==> src/rtl/demux_router_hs_pkg.sv <==
// Shared constants and helpers for the demux router; latency/backpressure n/a.
package demux_router_hs_pkg;

    localparam int DEMUX_DATA_W_DEF = 32;
    localparam int DEMUX_N_OUT_DEF  = 32;
    localparam int DEMUX_DROP_CNT_W = 8;

    function automatic logic [DEMUX_DROP_CNT_W-1:0] sat_inc(input logic [DEMUX_DROP_CNT_W-1:0] v);
        return (v == '1) ? v : v + 1'b1;
    endfunction

endpackage

==> src/rtl/demux_router_hs_out_slot.sv <==
// One-entry output slot (valid + data register), 1-cycle load-to-valid latency.
// Free when empty or draining this cycle, so a full slot can refill with no bubble.
module demux_router_hs_out_slot #(
    parameter int DATA_W = 32
) (
    input  logic              clk,
    input  logic              rst,
    input  logic              load_i,
    input  logic [DATA_W-1:0] load_dat_i,
    input  logic              drain_i,
    output logic              vld_o,
    output logic [DATA_W-1:0] dat_o,
    output logic              free_o
);

    logic              vld_q, vld_d;
    logic [DATA_W-1:0] dat_q, dat_d;

    always_comb begin
        vld_d = vld_q;
        dat_d = dat_q;
        if (load_i) begin
            vld_d = 1'b1;
            dat_d = load_dat_i;
        end else if (vld_q && drain_i) begin
            // data keeps its last value after a drain
            vld_d = 1'b0;
        end
    end

    always_ff @(posedge clk or posedge rst) begin
        if (rst) begin
            vld_q <= 1'b0;
            dat_q <= '0;
        end else begin
            vld_q <= vld_d;
            dat_q <= dat_d;
        end
    end

    assign vld_o  = vld_q;
    assign dat_o  = dat_q;
    assign free_o = !vld_q || drain_i;

endmodule

==> src/rtl/demux_router_hs.sv <==
// Registered 1-to-N demux with broadcast and out-of-range drop; 1-cycle latency.
// in_ready follows the addressed slot (all slots for broadcast); bad selects always accepted.
module demux_router_hs
    import demux_router_hs_pkg::*;
#(
    parameter int DATA_W = DEMUX_DATA_W_DEF,
    parameter int N_OUT  = DEMUX_N_OUT_DEF,
    parameter int SEL_W  = $clog2(N_OUT)
) (
    input  logic                        clk,
    input  logic                        rst,
    input  logic                        in_valid,
    output logic                        in_ready,
    input  logic [DATA_W-1:0]           in_data,
    input  logic [SEL_W-1:0]            in_sel,
    input  logic                        in_bcast,
    output logic [N_OUT-1:0]            out_valid,
    input  logic [N_OUT-1:0]            out_ready,
    output logic [N_OUT*DATA_W-1:0]     out_data,
    output logic                        err_sel,
    output logic [DEMUX_DROP_CNT_W-1:0] drop_cnt
);

    logic [N_OUT-1:0] slot_free;
    logic [N_OUT-1:0] sel_hit;
    logic [N_OUT-1:0] slot_load;
    logic             sel_free;
    logic             sel_in_range;
    logic             xfer;
    logic             drop;

    logic                        err_q, err_d;
    logic [DEMUX_DROP_CNT_W-1:0] cnt_q, cnt_d;

    // Decoding by equality keeps non-power-of-two N_OUT from indexing past the array.
    always_comb begin
        sel_hit  = '0;
        sel_free = 1'b0;
        for (int k = 0; k < N_OUT; k++) begin
            if (in_sel == SEL_W'(k)) begin
                sel_hit[k] = 1'b1;
                sel_free   = slot_free[k];
            end
        end
    end

    assign sel_in_range = |sel_hit;

    always_comb begin
        in_ready = 1'b1;
        if (in_bcast) begin
            in_ready = &slot_free;
        end else if (sel_in_range) begin
            in_ready = sel_free;
        end
    end

    assign xfer      = in_valid && in_ready;
    assign slot_load = xfer ? (in_bcast ? {N_OUT{1'b1}} : sel_hit) : '0;
    assign drop      = xfer && !in_bcast && !sel_in_range;

    always_comb begin
        err_d = err_q;
        cnt_d = cnt_q;
        if (drop) begin
            err_d = 1'b1;
            cnt_d = sat_inc(cnt_q);
        end
    end

    always_ff @(posedge clk or posedge rst) begin
        if (rst) begin
            err_q <= 1'b0;
            cnt_q <= '0;
        end else begin
            err_q <= err_d;
            cnt_q <= cnt_d;
        end
    end

    assign err_sel  = err_q;
    assign drop_cnt = cnt_q;

    for (genvar g = 0; g < N_OUT; g++) begin : g_slot
        demux_router_hs_out_slot #(
            .DATA_W(DATA_W)
        ) u_slot (
            .clk       (clk),
            .rst       (rst),
            .load_i    (slot_load[g]),
            .load_dat_i(in_data),
            .drain_i   (out_ready[g]),
            .vld_o     (out_valid[g]),
            .dat_o     (out_data[g*DATA_W +: DATA_W]),
            .free_o    (slot_free[g])
        );
    end

endmodule

==> config.mk <==
export PLATFORM = sky130hd
export DESIGN_NAME = demux_router_hs
export DESIGN_NICKNAME = d
export VERILOG_FILES = /design/src/rtl/demux_router_hs_pkg.sv /design/src/rtl/demux_router_hs_out_slot.sv /design/src/rtl/demux_router_hs.sv
export SDC_FILE = /design/constraint.sdc
export NUM_CORES = 2
export LEC_CHECK = 0
export ABC_AREA = 0
export CORE_AREA = 2 2 449 451
export DETAILED_ROUTE_END_ITERATION = 8
export DIE_AREA = 0 0 451 453
export SETUP_SLACK_MARGIN = 0.3
export SYNTH_ARGS = -nofsm -noshare
export SYNTH_HDL_FRONTEND = slang
export SYNTH_SLANG_ARGS = --single-unit
==> constraint.sdc <==
create_clock -name clk -period 70.6 [get_ports clk]
set_clock_uncertainty 0.05 [all_clocks]
set_input_delay 14.12 -clock clk [delete_from_list [all_inputs] [get_ports clk]]
set_output_delay 14.12 -clock clk [all_outputs]
set_load 0.005 [all_outputs]
Word-level counts from Yosys, hierarchy flattened
Index checks and enable logic that the tools add are counted.
Storage, ports and cells
  register bits after elaboration: 1065
  bits of input ports: 73
  output and inout port bits: 1066
  word-level logic and storage cells: 369
Cells by class
  add/subtract/negate cells: 1
  equality and inequality tests: 32
  multiplexer cells: 132
  bitwise logic cells: 1
  reduce and logical (&&, ||, !) cells: 137
Operators by type and width (number)
  $mux 1: 130
  $eq 5x5->1 const B: 16
  $mux 32: 2
  $reduce_bool 2->1: 32
  $eq 5x4->1 const B: 8
  $logic_and 1x1->1: 35
  $logic_not 1->1: 34
  $logic_or 1x1->1: 32
  $reduce_and 32->1: 1
  $reduce_or 32->1: 1
  $eq 5x3->1 const B: 4
  $eq 5x2->1 const B: 2
  $add 8x1->8 const B: 1
  $eq 8x8->1 const B: 1
  $eq 5x1->1 const B: 1
  $logic_not 5->1: 1
  $reduce_and 2->1: 1
  $not 1->1: 1

Logic depth before layout (Yosys ltp)
  depth after elaboration: 40
  mapped depth: 11
  gate-level depth less buffers: 7

Hierarchy
From an unflattened synthesis, not the netlist that was laid out.
Second synthesis, totals
  cells, all modules: 2445
  area total of the unflattened synthesis: 45339.7 µm²
Modules (own cells, without submodules)
  demux_router_hs_out_slot: times used 32, cells each 72, area an instance 1382.6 µm², sequential area each 825.8 µm²
  demux_router_hs: times used 1, cells each 141, area an instance 1097.3 µm², sequential area each 225.2 µm²

Least setup slack after synthesis
OpenSTA, ideal clock, no wires.
  path type: in2out
  start point: input in_sel[1]
  end point: output in_ready
  arrival time: 15.441 ns
  required time: 56.430 ns
  slack: 40.989 ns
  cell stages on the path: 8
  buffers on the path: 1
  cells stage by stage: buf_2 > or3b_1 > a222oi_1 > nor3_1 > o31ai_1 > nand2_1 > a21oi_1 > o21bai_1
Between the ends
  word-level cells in the longest chain between the ends: 35
  elaborated cells on any way between the ends: 99
  classes of those cells: eq/ne: 31; mux: 66; reduce/logical: 2
Ends and longest elaborated chain
  start, declared: line demux_router_hs.sv:15  | input logic [SEL_W-1:0] in_sel,
  $logic_not 5->1: line demux_router_hs.sv:40  | if (in_sel == SEL_W'(k)) begin
  $mux 1 (32 in series): line demux_router_hs.sv:40
  $mux 1 (*): line demux_router_hs.sv:53  | end else if (sel_in_range) begin
  $mux 1 (*): line demux_router_hs.sv:51  | if (in_bcast) begin
  end, declared: line demux_router_hs.sv:13  | output logic in_ready,
Every way passes the cells marked *; elsewhere a longest branch is shown, timed or not.

Worst setup path in the final report
Ends and elaborated chain as after synthesis.

==> results.sh <==
export IMPL_outcome="completed"
export IMPL_synthTopCellsByArea="dfrtp_1 64%, mux2_1 27%, buf_4 2.1%"
export IMPL_fin_setup_tns_ps=0
export IMPL_crit_top_cell="clkdlybuf4s50_1"
export IMPL_synth_distinct_cells=58
export IMPL_start_kind="primary input"
export IMPL_gr_usage_met3=0.0447
export IMPL_io_buffers=1138
export IMPL_die_h_um=453
export IMPL_design_area_mm2=0.0591
export IMPL_async_flop_share=1.00
export IMPL_seq_area_frac_synth=0.644
export IMPL_grt_pass1_wl_mm=243
export IMPL_gr_total_overflow=0
export IMPL_antenna_found_initial=51
export IMPL_post_cts_setup_buffers=0
export IMPL_hold_viol_final=0
export IMPL_core_rowCount=164
export IMPL_synth_net_count=2648
export IMPL_drt_initial_drc_count=1651
export IMPL_maxSlewHeadroom=0.223
export IMPL_cts_hold_buf=0
export IMPL_syn_to_final_growth_pct=42.7
export IMPL_grt_pass1_vias=27600
export IMPL_ir_worst_vdd_uv=26.8
export IMPL_fin_crit_sh=0.454
export IMPL_p_leak_nw=24.1
export IMPL_antenna_left=0
export IMPL_drc=0
export IMPL_die_area_mm2=0.204
export IMPL_gp_congestion=0.808
export IMPL_clk_latency_ps=780
export IMPL_fin_util=0.297
export IMPL_crit_slowest_cell="clkdlybuf4s50_1"
export IMPL_yosys_warnings=0
export IMPL_fp_dieW_um=451
export IMPL_crit_fanout=21
export IMPL_synth_largest_area_cell="dfrtp_1"
export IMPL_syn_avg_cell_area_um2=16.1
export IMPL_worstSetupEndpointType="output port"
export IMPL_synth_top_cells_by_count="1065 x dfrtp_1, 984 x mux2_1, 118 x clkbuf_1"
export IMPL_path_clk_slew_ps=60
export IMPL_cts_resized=0
export IMPL_post_place_ws_ps=38630
export IMPL_drv_cap=0
export IMPL_crit_type="in -> out"
export IMPL_clockBufferDepth=3
export IMPL_slew_viol_final=0
export IMPL_numCtsBuffers=117
export IMPL_cts_tree="done"
export IMPL_worst_slack_ps=38520
export IMPL_start_util=0.208
export IMPL_busiest_layer="met2"
export IMPL_cts_root_buf="clkbuf_16"
export IMPL_drt_wl_total_mm=182
export IMPL_synth_cells=2575
export IMPL_cp_arrival_ps=17910
export IMPL_wl_per_cell_um=28.4
export IMPL_io_pin_count=1139
export IMPL_core_area_mm2=0.199
export IMPL_grt_max_degree=158
export IMPL_fmax_mhz=31.2
export IMPL_first_pass_iters=5
export IMPL_vias=27000
export IMPL_worst_slew_pin_slew_ps=1170
export IMPL_syn_area_mm2=0.0414
export IMPL_vias_per_cell=4.21
export IMPL_met1_usage=0.207
export IMPL_p_per_area_mw_per_mm2=44.4
export IMPL_cp_cell_sequence="clkdlybuf4s50_1 -> nor2b_1 -> a222oi_1 -> nor3_1 -> o31ai_1 -> nand2_1 -> a21oi_1 -> o21bai_1 -> clkdlybuf4s50_1"
export IMPL_cp_data_required_time_ps=56430
export IMPL_grt_use_total=0.173
export IMPL_h_tree_depth=3
export IMPL_hp_class="reg -> reg"
export IMPL_setup_viol=0
export IMPL_min_period_ps=32080
export IMPL_synth_most_common_cell="dfrtp_1"
export IMPL_max_stage_delay_ps=1180
export IMPL_synth_top_cell_area_share=0.644
export IMPL_finalNetCount=3716
export IMPL_ys_ff_latch=1065
export IMPL_power_mw=2.62
export IMPL_dp_hpwl_mm=132
export IMPL_place_area_mm2=0.0551
export IMPL_synth_flop_cell="dfrtp_1"
export IMPL_drive_gt1_frac=0.0974
export IMPL_synth_edf_count=0
export IMPL_met2_usage=0.295
export IMPL_rsz0062_at_grt="no"
export IMPL_cts_sinks=1065
[routing by layer]
| metal | up-vias | wire [µm] |
|---|---|---|
| li1 | 11200 | - |
| met3 | 294 | 12500 |
| met5 | - | 88 |
| met4 | 16 | 6470 |
| met1 | 14500 | 72200 |
| met2 | 1034 | 90900 |
[placed cells by master (no fill, tap or decap), drive strengths merged, types with 2 or more instances in the layout]
cell,n
a21o,2
clkinv,24
inv,14
clkdlybuf4s50,1117
o311a,2
a31oi,7
nand4,7
nor2,5
o21ai,33
and3,4
a21oi,63
nor4,2
o211ai,2
nor2b,7
nand3b,4
clkinvlp,5
mux2,1024
a22oi,2
or3b,2
or2,3
o221ai,2
bufinv,7
nor3b,4
buf,91
nor3,6
and2,2
o21bai,2
clkbuf,170
nand2b,32
nand2,7
and3b,3
diode,15
dfrtp,1065
[stage by stage]
step                cells  hold slack [ps]
global placement     6180              314
detailed placement   6180              317
CTS                  6393              330
floorplan            2575              402
global route         6398              337
finish               6408              326
[logic make-up after synthesis]
logic type             synth area share
DFF                               0.644
buffers and inverters            0.0372
and+or+nand+nor                  0.0141
muxes                             0.279
AOI/OAI and AO/OA                0.0258
[worst paths after layout]
| check | to | depth (start not counted) | slack, ps | start |
|---|---|---|---|---|
| worst max-delay path | in_ready | 9 | 38520 | in_sel[1] |
| worst min-delay path | drop_cnt[5] | 0 | 330 | drop_cnt[5] |
| worst max register to register | g_slot[19].u_slot.dat_o[8] | 8 | 65840 | g_slot[17].u_slot.vld_o |
| worst min register to register | drop_cnt[5] | 0 | 330 | drop_cnt[5] |
| max in group asynchronous | g_slot[25].u_slot.dat_o[6] | 8 | 51340 | rst |
| min in group asynchronous | g_slot[24].u_slot.dat_o[27] | 2 | 13820 | rst |
[worst max-delay path, delay by kind of cell]
family	cells	cell delay (ps)
buffers and inverters	2	1890
AOI/OAI and AO/OA	4	680
and+or+nand+nor	3	1180
[layout make-up]
type / count / area (µm²)
Sequential cell: 1065 / 26700
Clock buffer: 170 / 3450
Fill cell: 20000 / 140000
Clock inverter: 43 / 539
Antenna cell: 15 / 37.5
Inverter: 7 / 33.8
Timing Repair Buffer: 1208 / 11800
Tap cell: 2656 / 3320
Multi-Input combinational cell: 1244 / 13200
[power breakdown]
part | total, mW | internal [mW] | leakage, nW | switching [mW]
logic | 0.969 | 0.601 | 9.47 | 0.369
registers | 1.02 | 0.881 | 12.7 | 0.138
clock network | 0.635 | 0.365 | 1.95 | 0.270
[sequential cells by signal (all words and copies together) (netlist names)]
signal               flops
g_slot.u_slot.dat_o   1024
g_slot.u_slot.vld_o     32
drop_cnt                 8
err_sel                  1
Power figures use the tool's default switching activity.
==> RTL edit 1, RTL diff (same settings) <==
`DEMUX_N_OUT_DEF`: 32 -> 16.
--- a/src/rtl/demux_router_hs_pkg.sv
+++ b/src/rtl/demux_router_hs_pkg.sv
@@ -4,3 +4,3 @@
     localparam int DEMUX_DATA_W_DEF = 32;
-    localparam int DEMUX_N_OUT_DEF  = 32;
+    localparam int DEMUX_N_OUT_DEF  = 16;
     localparam int DEMUX_DROP_CNT_W = 8;
Ports: changed (resized in_sel, out_data, out_ready and out_valid); port bits go from 1139 to 594. No check against the original RTL was run, so the function may have changed too.
==> RTL edit 1 against the unedited design <==
- register-to-register slack gained 0.70 ns
- sequential cell count shrank 528
- area after synthesis shrank 52%
- cell count shrank 28%
- worst hold slack lost 0.0014 ns
- combinational power shrank 57%
- core utilization shrank 14 points
- wire length shrank 42%
- synthesized cell count shrank 47%
- global-route usage shrank 7.3 points
- cell area shrank 47%
- worst setup slack lost 0.11 ns
- power shrank 54%
- critical path depth is the same
- highest routed layer is now met4
==> RTL edit 1: results (changes against the unedited design) <==
{| class="wikitable"
! Metric !! Value
|-
| Placer Congestion || 0.8219 (was 0.8080)
|-
| Pre-CTS setup slack || 38.47 ns (was 38.63 ns)
|-
| Worst-skew pair later-pin latency || 0.69 ns (was 0.78 ns)
|-
| Arrival time of the worst setup path || 18.02 ns (was 17.91 ns)
|-
| Antenna violations before repair || 10 (was 51)
|-
| Number of clock buffers in the layout || 89 (was 170)
|-
| Slew @ Worst Pin || 1.114 ns (was 1.166 ns)
|-
| Wire length of the first global-routing pass || 140,800 µm (was 243,100 µm)
|-
| Fin nets || 1,990 (was 3,716)
|-
| Port Buf Inserts || 593 (was 1,138)
|-
| Sequential Power Share || 0.391 (was 0.388)
|-
| Sequential share of the synthesized area || 0.6732 (was 0.6437)
|-
| Fraction of layout cells with a size suffix above 1 || 0.1543 (was 0.09740)
|-
| Proportion of cell area occupied by multi-input gates || 0.1929 (was 0.2238)
|-
| Via/cell ratio || 3.295 (was 4.212)
|-
| Dominant combinational cell family by area after synthesis || compound AO/OA/AOI/OAI gates (was multiplexers)
|-
| CTS H-tree depth || 2 (was 3)
|-
| Largest vdd supply drop || 19.20 µV (was 26.77 µV)
|-
| Diodes inserted || 2 (was 15)
|-
| Largest incremental delay on the critical path || 0.71 ns (was 1.18 ns)
|-
| Status || finished clean (unchanged)
|-
| Clock network share of area || 0.06426 (was 0.06748)
|-
| Complex-gate fraction of the synthesized area || 0.2124 (was 0.02578)
|-
| Maximum number of pins on one net before global-route repair || 136 (was 158)
|-
| Share of final layout cell area taken by non-clock buffers || 0.2066 (was 0.2003)
|-
| Hpwl dp || 76,810 µm (was 131,900 µm)
|-
| Most used standard cells in the synthesized netlist || sky130_fd_sc_hd__dfrtp_1 (537), sky130_fd_sc_hd__o2bb2ai_1 (418), sky130_fd_sc_hd__mux2_2 (97) (was sky130_fd_sc_hd__dfrtp_1 (1,065), sky130_fd_sc_hd__mux2_1 (984), sky130_fd_sc_hd__clkbuf_1 (118))
|-
| Number of flip-flops in the largest register || 512 (was 1,024)
|-
| Fraction of synthesized area in multiplexers || 0.05472 (was 0.2793)
|-
| TritonCTS Buffers || 60 (was 117)
|-
| Layout fillers || 21,950 (was 20,010)
|-
| Sequential fraction of total cell area || 0.4290 (was 0.4510)
|-
| Syn nets || 1,427 (was 2,648)
|-
| Power spent charging and discharging nets || 0.3659 mW (was 0.7763 mW)
|}
-- RTL edit 1: cell families after synthesis --
kind of cell / after synthesis
buffers and inverters: 171
AO/OA/AOI/OAI: 487
flip-flops: 537
AND/OR/NAND/NOR: 79
multiplexers: 97
-- RTL edit 1: final timing paths --
path	cells after the start	slack [ns]	startpoint	endpoint
min in group asynchronous	2	13.96	rst	drop_cnt[5]
worst min-delay path	0	0.32	drop_cnt[3]	drop_cnt[3]
worst max register to register	8	66.54	g_slot[11].u_slot.vld_o	g_slot[6].u_slot.dat_o[21]
max in group asynchronous	6	52.34	rst	g_slot[0].u_slot.vld_o
worst max-delay path	9	38.41	in_sel[0]	in_ready
worst min register to register	0	0.32	drop_cnt[3]	drop_cnt[3]
-- RTL edit 1: metal layers --
layer,up-vias,GRT usage,part of all wire
li1,6337,-,-
met1,8153,0.1051,0.36
met2,600,0.1871,0.54
met3,201,0.01811,0.045
met4,0,0.05022,0.055
met5,-,0,0
==> RTL edit 2, RTL diff (same settings) <==
Made on the original files. Take the reset off `dat_q` and load it in a clocked block of its own.
--- a/src/rtl/demux_router_hs_out_slot.sv
+++ b/src/rtl/demux_router_hs_out_slot.sv
@@ -33,7 +33,9 @@
             vld_q <= 1'b0;
-            dat_q <= '0;
         end else begin
             vld_q <= vld_d;
-            dat_q <= dat_d;
         end
+    end
+
+    always_ff @(posedge clk) begin
+        dat_q <= dat_d;
     end
Behaviour: not the same (Yosys sat finds a counterexample within 4 cycles, from zero or initial values and one cycle with rst high).
==> RTL edit 2 against the unedited design <==
- cell area is 12% lower
- register-to-register slack got worse by 0.02 ns
- area after synthesis down 18%
- worst setup slack worse by 0.27 ns
- sequential cell count stayed put
- synthesized cell count decreased by 47%
- critical endpoint unchanged
- wire length down 21%
- largest cell class unchanged
- cell count decreased by 16%
- count of clock-buffer cells in the layout is 47 lower
- worst hold slack improved by 0.0015 ns
Power is not compared: it rests on default switching activity, and its combinational part moved more than twofold at a synthesized area within 25%.
==> RTL edit 2: results (changes against the unedited design) <==
{| class="wikitable"
! Metric !! Value
|-
| Buffer count excluding the clock tree in the final layout || 1,202 (was 1,208)
|-
| Share of final layout cell area taken by non-clock buffers || 0.2251 (was 0.2003)
|-
| Wire length of the first global-routing pass || 181,000 µm (was 243,100 µm)
|-
| Worst-skew pair later-pin latency || 0.76 ns (was 0.78 ns)
|-
| Clock network share of area || 0.06508 (was 0.06748)
|-
| Most used standard cells in the synthesized netlist || sky130_fd_sc_hd__edfxtp_1 (1,024), sky130_fd_sc_hd__dfrtp_1 (41), sky130_fd_sc_hd__a21oi_1 (37) (was sky130_fd_sc_hd__dfrtp_1 (1,065), sky130_fd_sc_hd__mux2_1 (984), sky130_fd_sc_hd__clkbuf_1 (118))
|-
| Fraction of synthesized area in multiplexers || 0.0005919 (was 0.2793)
|-
| Status || finished clean (unchanged)
|-
| Largest incremental delay on the critical path || 0.85 ns (was 1.18 ns)
|-
| Diodes inserted || 19 (was 15)
|-
| Launch point of the worst reg-to-reg path || g_slot[5].u_slot.vld_o (was g_slot[17].u_slot.vld_o)
|-
| Hpwl dp || 96,040 µm (was 131,900 µm)
|-
| Maximum number of pins on one net before global-route repair || 52 (was 158)
|-
| Complex-gate fraction of the synthesized area || 0.02016 (was 0.02578)
|-
| Sequential share of the synthesized area || 0.9394 (was 0.6437)
|-
| Count of non-CTS inverters in the layout || 5 (was 7)
|-
| Antenna violations before repair || 38 (was 51)
|-
| M2 GR Usage || 0.2389 (was 0.2954)
|-
| Instance area at placement || 0.04861 mm² (was 0.05507 mm²)
|-
| Via/cell ratio || 3.654 (was 4.212)
|-
| Met1 Use GR || 0.1569 (was 0.2067)
|-
| Maximum fanout along the worst path || 32 (was 21)
|-
| Final routed wire length divided by cell count || 26.95 µm (was 28.42 µm)
|-
| DRC violation total after the first TritonRoute iteration || 2,716 (was 1,651)
|-
| Most used DFF post-synth || sky130_fd_sc_hd__edfxtp_1 (was sky130_fd_sc_hd__dfrtp_1)
|}
==> RTL edit 2: cell types whose count changed in the layout (fill, tap and decap cells not counted), moves of 28 or more <==
cell and change:
sky130_fd_sc_hd__a21oi_4 -32, sky130_fd_sc_hd__clkbuf_8 -30, sky130_fd_sc_hd__dfrtp_1 -1024, sky130_fd_sc_hd__edfxtp_1 +1024, sky130_fd_sc_hd__mux2_1 -984, sky130_fd_sc_hd__mux2_2 -40, sky130_fd_sc_hd__nor3_4 +32, sky130_fd_sc_hd__o21ai_0 -28
==> RTL edit 2: power groups by stage <==
stage	combinational (mW)	sequential, mW	clock, mW
finish	0.107	0.726	0.557
CTS	0.110	0.726	0.569
floorplan	0.0210	0.741	0
global placement	0.109	0.739	0
global route	0.112	0.728	0.592
detailed placement	0.110	0.739	0
==> RTL edit 2: final timing paths <==
path                                               to  slack [ns]  cells after the start
max in group asynchronous     g_slot[26].u_slot.vld_o       56.18                      3
min                                       drop_cnt[5]        0.33                      0
max reg2reg                g_slot[24].u_slot.dat_o[6]       65.82                      8
min in group asynchronous                 drop_cnt[1]       13.77                      3
min reg2reg                               drop_cnt[5]        0.33                      0
max                                          in_ready       38.25                      9
==> RTL edit 2: per-layer routing <==
layer  vias up  routed length (µm)
met4         4                4429
met1     10060               50470
met2      1365               75930
met5         -                  27
li1       7905                   -
met3       238               13500
==> RTL edit 2: kinds of logic after synthesis <==
family | count (synthesis)
compound gates | 103
simple gates | 114
mux | 2
buf+inv | 72
flops | 1065
==> RTL edit 2: metrics by stage <==
step                instances  total power [mW]    util
CTS                      5338             1.405  0.2610
global placement         5147            0.8480  0.2440
global route             5347             1.432  0.2611
finish                   5357             1.390  0.2612
floorplan                1356            0.7623       -
detailed placement       5147            0.8491  0.2440
